File: src/rtl/mips_pkg.sv
// mips_pkg: shared core constants and the fetch state encoding
package mips_pkg;
  localparam logic [31:0] RESET_PC_DEF = 32'h0000_0000;
  localparam logic [31:0] HALT_WORD_DEF = 32'hFFFF_FFFF;
  localparam logic [31:0] NOP = 32'h0000_0000;
  typedef enum logic {RUN, HALT} fetch_state_t;
endpackage

File: src/rtl/if_id_reg.sv
// if_id_reg: IF/ID pipeline register with flush (priority), load and hold
module if_id_reg
  import mips_pkg::*;
(
  input  logic        clk,
  input  logic        rst_n,
  input  logic        i_load,
  input  logic        i_flush,
  input  logic [31:0] i_instr,
  input  logic [31:0] i_pc4,
  output logic [31:0] o_instr,
  output logic [31:0] o_pc4,
  output logic        o_valid
);
  logic [31:0] r_instr, r_pc4;
  logic        r_valid;
  always_ff @(posedge clk or negedge rst_n)
    if (!rst_n) begin
      r_instr <= NOP;
      r_pc4   <= '0;
      r_valid <= 1'b0;
    end else if (i_flush) begin
      r_instr <= NOP;
      r_pc4   <= '0;
      r_valid <= 1'b0;
    end else if (i_load) begin
      r_instr <= i_instr;
      r_pc4   <= i_pc4;
      r_valid <= 1'b1;
    end
  assign o_instr = r_instr;
  assign o_pc4   = r_pc4;
  assign o_valid = r_valid;
endmodule

File: src/rtl/fetch_unit.sv
// fetch_unit: PC, next-PC selection and halt FSM feeding the IF/ID register
module fetch_unit
  import mips_pkg::*;
#(
  parameter logic [31:0] RESET_PC  = RESET_PC_DEF,
  parameter logic [31:0] HALT_WORD = HALT_WORD_DEF
) (
  input  logic        clk,
  input  logic        rst_n,
  input  logic        stall,
  input  logic        pcsrc,
  input  logic [31:0] branch_target,
  input  logic        jump,
  input  logic [31:0] jump_target,
  output logic [31:0] imem_addr,
  input  logic [31:0] imem_rdata,
  output logic [31:0] if_id_instr,
  output logic [31:0] if_id_pc4,
  output logic        if_id_valid,
  output logic        halted
);
  fetch_state_t r_state, w_next_state;
  logic [31:0]  r_pc, w_next_pc, w_pc4;
  logic         w_load, w_flush;
  assign w_pc4 = r_pc + 32'd4;
  always_comb begin
    w_next_state = r_state;
    w_next_pc    = r_pc;
    w_load       = 1'b0;
    w_flush      = 1'b0;
    if (r_state == HALT)
      w_flush = 1'b1;
    else if (!stall) begin
      if (pcsrc) begin
        w_next_pc = branch_target;
        w_flush   = 1'b1;
      end else if (jump) begin
        w_next_pc = jump_target;
        w_flush   = 1'b1;
      end else begin
        w_load = 1'b1;
        // the halt word is retired downstream but the PC never moves past it
        w_next_state = (imem_rdata == HALT_WORD) ? HALT : RUN;
        w_next_pc    = (imem_rdata == HALT_WORD) ? r_pc : w_pc4;
      end
    end
  end
  always_ff @(posedge clk or negedge rst_n)
    if (!rst_n) begin
      r_state <= RUN;
      r_pc    <= RESET_PC;
    end else begin
      r_state <= w_next_state;
      r_pc    <= w_next_pc;
    end
  if_id_reg u_if_id (
    .clk     (clk),
    .rst_n   (rst_n),
    .i_load  (w_load),
    .i_flush (w_flush),
    .i_instr (imem_rdata),
    .i_pc4   (w_pc4),
    .o_instr (if_id_instr),
    .o_pc4   (if_id_pc4),
    .o_valid (if_id_valid)
  );
  assign imem_addr = r_pc;
  assign halted    = (r_state == HALT);
endmodule

File: config.mk
export PLATFORM = sky130hd
export DESIGN_NAME = fetch_unit
export DESIGN_NICKNAME = d
export VERILOG_FILES = /design/src/rtl/mips_pkg.sv /design/src/rtl/if_id_reg.sv /design/src/rtl/fetch_unit.sv
export SDC_FILE = /design/constraint.sdc
export NUM_CORES = 1
export LEC_CHECK = 0
export ABC_AREA = 1
export CELL_PAD_IN_SITES_DETAIL_PLACEMENT = 1
export CELL_PAD_IN_SITES_GLOBAL_PLACEMENT = 2
export CORE_UTILIZATION = 25
export DETAILED_ROUTE_END_ITERATION = 8
export PLACE_DENSITY = 0.82
export SETUP_SLACK_MARGIN = 0.15
export SKIP_CTS_REPAIR_TIMING = 1
export SYNTH_ARGS = -nofsm -noshare
export SYNTH_HDL_FRONTEND = slang
export SYNTH_SLANG_ARGS = --single-unit
export TNS_END_PERCENT = 1
File: constraint.sdc
create_clock -name clk -period 1.7 [get_ports clk]
set_input_delay 0.425 -clock clk [delete_from_list [all_inputs] [get_ports clk]]
set_output_delay 0.425 -clock clk [all_outputs]
set_load 0.05 [all_outputs]
# Word-level counts from Yosys, hierarchy flattened
# Index checks and enable logic that the tools add are counted.
# totals
latch_bits,0
word_cells,34
regBits,98
rom_bits,0
ram_bits,0
in_bits,101
n_memories,0
# classes
n_addsub,1
shift,0
div_mod_pow,0
muxes,22
bitwise_logic,2
mul,0
eq_ne,2
n_lt_le_gt_ge,0
reduce_logical,2
# op_table
op,count
$mux W32,7
$add A32 B3 Y32 const B,1
$eq A32 B32 Y1 const B,1
$mux W1,15
$ne A3 B3 Y1 const B,1
$reduce_and A3 Y1,1
$not A1 Y1,2
$reduce_bool A2 Y1,1

# Logic depth before layout (Yosys ltp)
# Gate-level depths: netlist of run 1.
# logic_depth
ltp_word,6
depth_mapped,10
ltp_nobuf,10

# Cells and area by module
# From an unflattened synthesis of run 1, not the netlist that was laid out.
# unflattened
hier_cells,777
hier_area_um2,5541.6
# by_module_without_submodules
module,cells_each,seq_area_each_um2,n_inst,area_per_inst_um2
fetch_unit,497,825.8,1,2926.6
if_id_reg,280,1626.6,1,2615.0

# Worst setup path before layout of run 1
# No wires, ideal clock.
# synth_timing
path_type,flip-flop to flip-flop
start,register r_pc[2] (netlist: imem_addr[2])
end,register r_pc[22] (netlist: imem_addr[22])
arrival_ps,1748
stages_incl_launch_ff,10
setup_slack_ps,-125
n_path_buf,0
period_less_slack_ps,1825
setup_time_ps,78
t_required_ps,1622
cell_sequence,dfrtp_1 > ha_1 > nand2_1 > nor2_1 > nand2_2 > nor2_4 > nand2_1 > nand2_1 > nand3_1 > a21oi_1
# synth_via
elab_chain_cells,4
# synth_lines
item,line_no,text
"start, declared",fetch_unit.sv:23,"logic [31:0] r_pc, w_next_pc, w_pc4;"
"start signal, assigned",fetch_unit.sv:54,r_pc <= w_next_pc;
$add A32 B3 Y32,fetch_unit.sv:25,assign w_pc4 = r_pc + 32'd4;
$mux W32,fetch_unit.sv:44,w_next_pc = (imem_rdata == HALT_WORD) ? r_pc : w_pc4;
$mux W32,fetch_unit.sv:37,end else if (jump) begin
$mux W32,fetch_unit.sv:34,if (pcsrc) begin
# Every way passes these cells. The select of a mux whose other input is x is not followed.
# A chain may end at the register's enable or synchronous reset.

# Worst setup path in the final report of run 1
# layout_timing
start,register r_pc[2] (netlist: imem_addr[2])
end,register u_if_id.r_pc4[20] (netlist: u_if_id.o_pc4[20])
# layout_via
elab_chain_cells,3
# layout_lines
item,line_no,text
$add A32 B3 Y32,fetch_unit.sv:25,
$mux W32,if_id_reg.sv:26,end else if (i_load) begin
$mux W32,if_id_reg.sv:22,end else if (i_flush) begin
"end signal, assigned",if_id_reg.sv:28,r_pc4 <= i_pc4;
"end, declared",if_id_reg.sv:15,"logic [31:0] r_instr, r_pc4;"
# Every way passes these cells. The select of a mux whose other input is x is not followed.

==> out/summary.txt, run 1 <==
Area delta synth->final - 72.3%
Root Buffer - clkbuf_16
Synth top cells by count - nand2_1, dfrtp_1, nor2_1
Slew @ Worst Pin - 425 ps
Net count after synthesis - 772
F_max - 611 MHz
Top-count cell post-synth - nand2_1
Share of cells above drive strength 1 - 28.7%
CP Data Arrival Time - 1890 ps
Cell Count, Final, Fillers Out - 1,198
Layout net count - 1,019
Status - complete, no violations
Compound-Gate Fraction of Synth Area - 12.0%
Final period util - 96.2%
Slew margin rel. - 71.7%
Initial antenna violation count - 1
Crit end category - register
Layout Utilization - 44.0%
Post-synth cell types - 36
Total GRT Usage - 19.5%
Post-Route WL - 22,000 um
RSZ-0062 raised after global routing - true
Area share of fa/ha/maj cells after synthesis - 0.233%
XOR/XNOR Fraction of Synth Area - 1.30%
CP required - 1950 ps
Drt pass-1 iters - 4
Number of warnings issued by yosys - 0
Number of global-route vias before repair - 5,653
DIE AREA - 0.0221 mm^2
Ranking of synthesized cells by area - dfrtp_1, nand2_1, nand3_1
Share of the synthesized area in the top cell type - 45.6%
Clock Skew - 15.1 ps
DR vias/cell - 4.64
Gate Count Post-Synth - 670
Residual DRC - 0
DIE WIDTH - 149 um
Detail Route Antenna Nets - 0
Total clock buffers created by CTS - 9
Initial drt markers - 286
Final HPWL DP - 16,200 um
Main combinational cell family by area after synthesis - simple AND/OR/NAND/NOR gates
Max cap viols - 0
Count of pins over their slew limit - 0
CTS Buffer Depth - 2
Static leakage power - 4.58 nW
First-pass GRT wire length - 32,900 um
Placeable Area - 0.0211 mm^2
# H-tree levels - 3
Cell taking the most area after synthesis - dfrtp_1
Synth Cell Area - 0.00538 mm^2
Final setup viols - 0
Placement Cell Area - 0.00863 mm^2
Die Y - 149 um
Syn Area/Cell - 8.03 um^2
Most common flop cell mapped by yosys - dfrtp_1
Startpoint types - register
#FFs+latches synth - 98
Pwr Density - 827 mW/mm^2
Placed cells - 1,171
Post-synth ARST share - 100%
Congestion Overflow GR - 0
Clk sinks - 98
Clock tree from TritonCTS - built
Clock Latency Late Sink - 360 ps
Post-synthesis sequential area ratio - 45.6%
VDD IR max - 371 uV
I/O pin total - 199
Clock period minus worst slack - 1640 ps
Gpl congestion - 0.776
Via count - 5,557
Largest net degree at the start of global routing - 49
DR WL/cell - 18.4 um
Hold crit path type - in -> reg
Hold Vio Cnt, Final - 0
Clock transition at path regs - 80 ps
Setup CP Type - reg -> reg
Multiplexer area fraction after synthesis - 0%
Initial cell density of the core - 25.5%
Post-synthesis simple-gate area fraction - 34.2%
Post-synth EDFFs - 0
# rows - 53
IO buf count - 198
Post-route cell area - 0.00927 mm^2
CP max FO - 3
==> power breakdown <==
part | internal (W) | switching (W) | leakage (nW)
Sequential | 0.00253 | 0.000200 | 1.25
Combinational | 0.00126 | 0.00156 | 3.19
Clock | 0.00107 | 0.00105 | 0.146
Total | 0.00485 | 0.00282 | 4.58
==> sequential cells by signal, indices dropped and copies added, names as in the netlist <==
| register | count |
|---|---|
| u_if_id.o_instr | 32 |
| imem_addr | 32 |
| halted | 1 |
| u_if_id.o_valid | 1 |
| u_if_id.o_pc4 | 32 |
==> worst max-delay path, cell delays in order (launching register included) <==
cell	delay, ps
dfrtp_2	390
ha_4	140
nand2_2	40
nor2_1	110
buf_4	140
nand3b_1	160
buf_6	180
nor2_1	90
nand2_1	110
nand3_2	110
nand2_1	50
==> routing by layer <==
metal / up-vias / wire (um) / track usage (%)
met2: 142 / 10400 / 30.7
met1: 2686 / 9980 / 27.6
met4: 0 / 532 / 6.55
met5: - / 0 / 0
met3: 28 / 1100 / 2.15
li1: 2701 / - / -
==> through the flow <==
| stage | setup TNS [ps] | hold WS, ps | power (W) | worst slack (ps) |
|---|---|---|---|---|
| after global routing | -15.5 | 330 | 0.00800 | -15.5 |
| after floorplan | 0 | 129 | 0.00402 | 92.9 |
| after global placement | -27370 | 304 | 0.00550 | -422 |
| after CTS | -756 | -83.5 | 0.00768 | -51.0 |
| final | 0 | 309 | 0.00767 | 64.1 |
| after detailed placement | -29540 | 308 | 0.00554 | -433 |
==> cell type report <==
type,instances,area [um^2]
Multi-Input combinational cell,504,2700
Sequential cell,98,2470
Timing Repair Buffer,268,3310
Clock buffer,10,239
Fill cell,2406,11800
Clock inverter,6,55.1
Inverter,36,153
Antenna cell,1,2.50
Tap cell,275,344
==> worst paths after layout <==
path | depth (start not counted) | endpoint | from | slack, ps
worst max-delay path | 10 | u_if_id.o_pc4[20] | imem_addr[2] | 60
worst min-delay path | 2 | u_if_id.o_instr[20] | imem_rdata[20] | 310
worst max register to register | 10 | u_if_id.o_pc4[20] | imem_addr[2] | 60
worst min register to register | 1 | u_if_id.o_pc4[0] | u_if_id.o_pc4[0] | 500
max in group asynchronous | 3 | imem_addr[12] | rst_n | 650
min in group asynchronous | 2 | u_if_id.o_instr[17] | rst_n | 470
==> kinds of logic (layout without fill, tap and decap cells) <==
| group | count (synthesis) | after routing |
|---|---|---|
| simple gates | 405 | 405 |
| flops | 98 | 98 |
| compound gates | 90 | 90 |
| xor+xnor | 8 | 8 |
| fa+ha+maj | 1 | 1 |
| buf+inv | 68 | 320 |
| other cells | 0 | 1 |
==> cells in the final DEF, fill, tap and decap left out, drive strengths merged, types with 3 or more instances in the layout <==
cell / n
nand3: 72
inv: 40
nand4: 5
clkbuf: 13
nand3b: 3
xor2: 6
nand2: 224
a21oi: 21
a22o: 39
buf: 165
nor2: 99
dlymetal6s2s: 33
a32o: 3
dfrtp: 98
clkdlybuf4s50: 66
o21ai: 20
Note: power is estimated with default switching activity, not from simulation.
==> run 2: changes to the inputs <==
- ABC_CLOCK_PERIOD_IN_PS: default -> 1700
==> results of run 2 <==
Same layout as run 1: the final DEF is identical, and so are final timing and power.
==> run 3: changes to the inputs <==
- TNS_END_PERCENT: 1 -> 100
==> out/summary.txt, run 3 (synthesis gave the netlist of run 1 again) <==
DIE WIDTH - 149 um (unchanged)
Pwr Density - 815 mW/mm^2 (was 827 mW/mm^2)
Reg2Reg Depth - 7 (was 10)
P_sw - 0.00285 W (was 0.00282 W)
Post-Route WL - 22,100 um (was 22,000 um)
Part of the power in combinational logic - 37.2% (was 36.8%)
Status - complete, but fails checks (was complete, no violations)
Share of cells above drive strength 1 - 33.9% (was 28.7%)
Clock share of power - 27.3% (was 27.7%)
Ant diodes - 0 (was 1)
Hold crit path type - in -> async (was in -> reg)
Setup CP Type - reg -> reg (unchanged)
Most common cell after layout, fill and taps aside - nand2_1 (unchanged)
Initial cell density of the core - 25.5% (unchanged)
CP Data Arrival Time - 1910 ps (was 1890 ps)
R2R setup slack - 80 ps (was 60 ps)
Grt met1 use - 26.2% (was 27.6%)
Area of the multi-input gates - 0.00284 mm^2 (was 0.00270 mm^2)
Max cap viols - 0 (unchanged)
Clock Latency Late Sink - 360 ps (about the same)
Total clock buffers created by CTS - 9 (unchanged)
Worst Setup EP - imem_addr[12] (was u_if_id.o_pc4[20])
Total GRT Usage - 19.4% (was 19.5%)
Cell Count, Final, Fillers Out - 1,205 (was 1,198)
Slew @ Worst Pin - 437 ps (was 425 ps)
# H-tree levels - 3 (unchanged)
Setup TNS - 0 ps (unchanged)
Initial antenna violation count - 0 (was 1)
Area delta synth->final - 76.9% (was 72.3%)
Hold Slack - -18.9 ps (was 309 ps)
Placed cells - 1,166 (was 1,171)
CP cell instances - nand2_1 -> nor2_2 -> nand3b_1 -> xnor2_2 -> buf_4 -> nand2_2 -> a21oi_2 (was ha_4 -> nand2_2 -> nor2_1 -> buf_4 -> nand3b_1 -> buf_6 -> nor2_1 -> nand2_1 -> nand3_2 -> nand2_1)
CTS Buffer Depth - 2 (unchanged)
Clock Skew - 13.9 ps (was 15.1 ps)
Drt pass-1 iters - 4 (unchanged)
IO buf count - 198 (unchanged)
CP peak stage delay - 420 ps (was 390 ps)
Startpoint types - register (unchanged)
Placement Cell Area - 0.00859 mm^2 (was 0.00863 mm^2)
Clock transition at path regs - 80 ps (about the same)
DR vias/cell - 4.65 (was 4.64)
DR WL/cell - 18.3 um (was 18.4 um)
I/O pin total - 199 (unchanged)
Slowest CP cell - dfrtp_2 (unchanged)
Leading cell types in the layout, fill and taps excluded - nand2_1, buf_4, dfrtp_1, buf_12, nor2_1 (unchanged)
Met2 Use GR - 31.5% (was 30.7%)
Residual DRC - 0 (unchanged)
Detail Route Antenna Nets - 0 (unchanged)
F_max - 619 MHz (was 611 MHz)
Reg area - 0.00248 mm^2 (was 0.00247 mm^2)
Reg2reg start - imem_addr[6] (was imem_addr[2])
Root Buffer - clkbuf_16 (unchanged)
Crit end category - register (unchanged)
Crit path from - imem_addr[6] (was imem_addr[2])
DIE AREA - 0.0221 mm^2 (unchanged)
Clock period minus worst slack - 1620 ps (was 1640 ps)
Met3 global-route usage - 2.79% (was 2.15%)
Tot Pwr - 0.00775 W (was 0.00767 W)
Gpl congestion - 0.753 (was 0.776)
First-pass GRT wire length - 32,700 um (was 32,900 um)
Flop pwr share - 35.5% (was 35.6%)
Switch share - 36.8% (was 36.7%)
Largest net degree at the start of global routing - 41 (was 49)
# rows - 53 (unchanged)
Die Y - 149 um (unchanged)
Failing checks - hold timing
Gr busiest metal - met2 (unchanged)
Clk sinks - 98 (unchanged)
Initial drt markers - 229 (was 286)
CP max FO - 4 (was 3)
Count of pins over their slew limit - 0 (unchanged)
Placeable Area - 0.0211 mm^2 (unchanged)
Via count - 5,608 (was 5,557)
Final setup viols - 0 (unchanged)
P_int - 0.00490 W (was 0.00485 W)
Layout net count - 1,027 (was 1,019)
CP required - 1990 ps (was 1950 ps)
Slew margin rel. - 70.9% (was 71.7%)
Final period util - 95.1% (was 96.2%)
Post-route cell area - 0.00952 mm^2 (was 0.00927 mm^2)
Final HPWL DP - 15,900 um (was 16,200 um)
Number of global-route vias before repair - 5,764 (was 5,653)
RSZ-0062 raised after global routing - true (unchanged)
VDD IR max - 412 uV (was 371 uV)
Clock tree from TritonCTS - built (unchanged)
Static leakage power - 4.66 nW (was 4.58 nW)
Congestion Overflow GR - 0 (unchanged)
Worst r2r dst - imem_addr[12] (was u_if_id.o_pc4[20])
Fill cell count - 2,434 (was 2,406)
Hold Vio Cnt, Final - 25 (was 0)
==> run 3: metrics by stage <==
| step | setup WS [ps] | util (%) |
|---|---|---|
| after detailed placement | -442 | 40.8 |
| after global routing | 15.5 | 45.1 |
| after floorplan | 155 | - |
| after global placement | -428 | 40.8 |
| after CTS | -77.3 | 42.2 |
| final | 83.4 | 45.1 |
==> run 3: layout make-up <==
cell class              count  area share (%)
flip-flops and latches     98            26.1
multi-input cells         504            29.9
clock buffers              10            2.51
clock inverters             6           0.592
well taps                 275            3.62
repair buffers            276            35.7
inverters                  36            1.63
==> run 3: worst min-delay path by stage <==
stage	from	endpoint	slack, ps	cells past startpoint
4_1_cts	rst_n	u_if_id.o_instr[12]	-20	1
3_5_place_dp	rst_n	u_if_id.o_instr[12]	380	1
6_report	rst_n	u_if_id.o_instr[14]	-20	1
5_1_grt	rst_n	u_if_id.o_instr[14]	-0.8	1
3_3_place_gp	rst_n	u_if_id.o_instr[26]	380	1
2_1_floorplan	rst_n	halted	130	0
==> run 3: power groups by stage <==
stage               sequential (W)  clock, W  combinational, W
floorplan                  0.00343         0          0.000602
global placement           0.00281         0           0.00268
detailed placement         0.00281         0           0.00270
CTS                        0.00277   0.00218           0.00271
global route               0.00278   0.00225           0.00305
finish                     0.00275   0.00211           0.00289
==> run 3: metal layers <==
metal | routed length [um] | up-vias | part of all wire, %
met2 | 10800 | 121 | 49
li1 | - | 2707 | -
met5 | 0 | - | 0
met1 | 10000 | 2759 | 45
met3 | 967 | 21 | 4.4
met4 | 334 | 0 | 1.5
==> run 3: worst max-delay path, delay by kind of cell, from the launching register on <==
family	cells	cell delay [ps]
xor gates and xnor gates	1	270
buffers and inverters	1	160
DFF	1	420
and+or+nand+nor	4	580
AOI/OAI and AO/OA	1	120
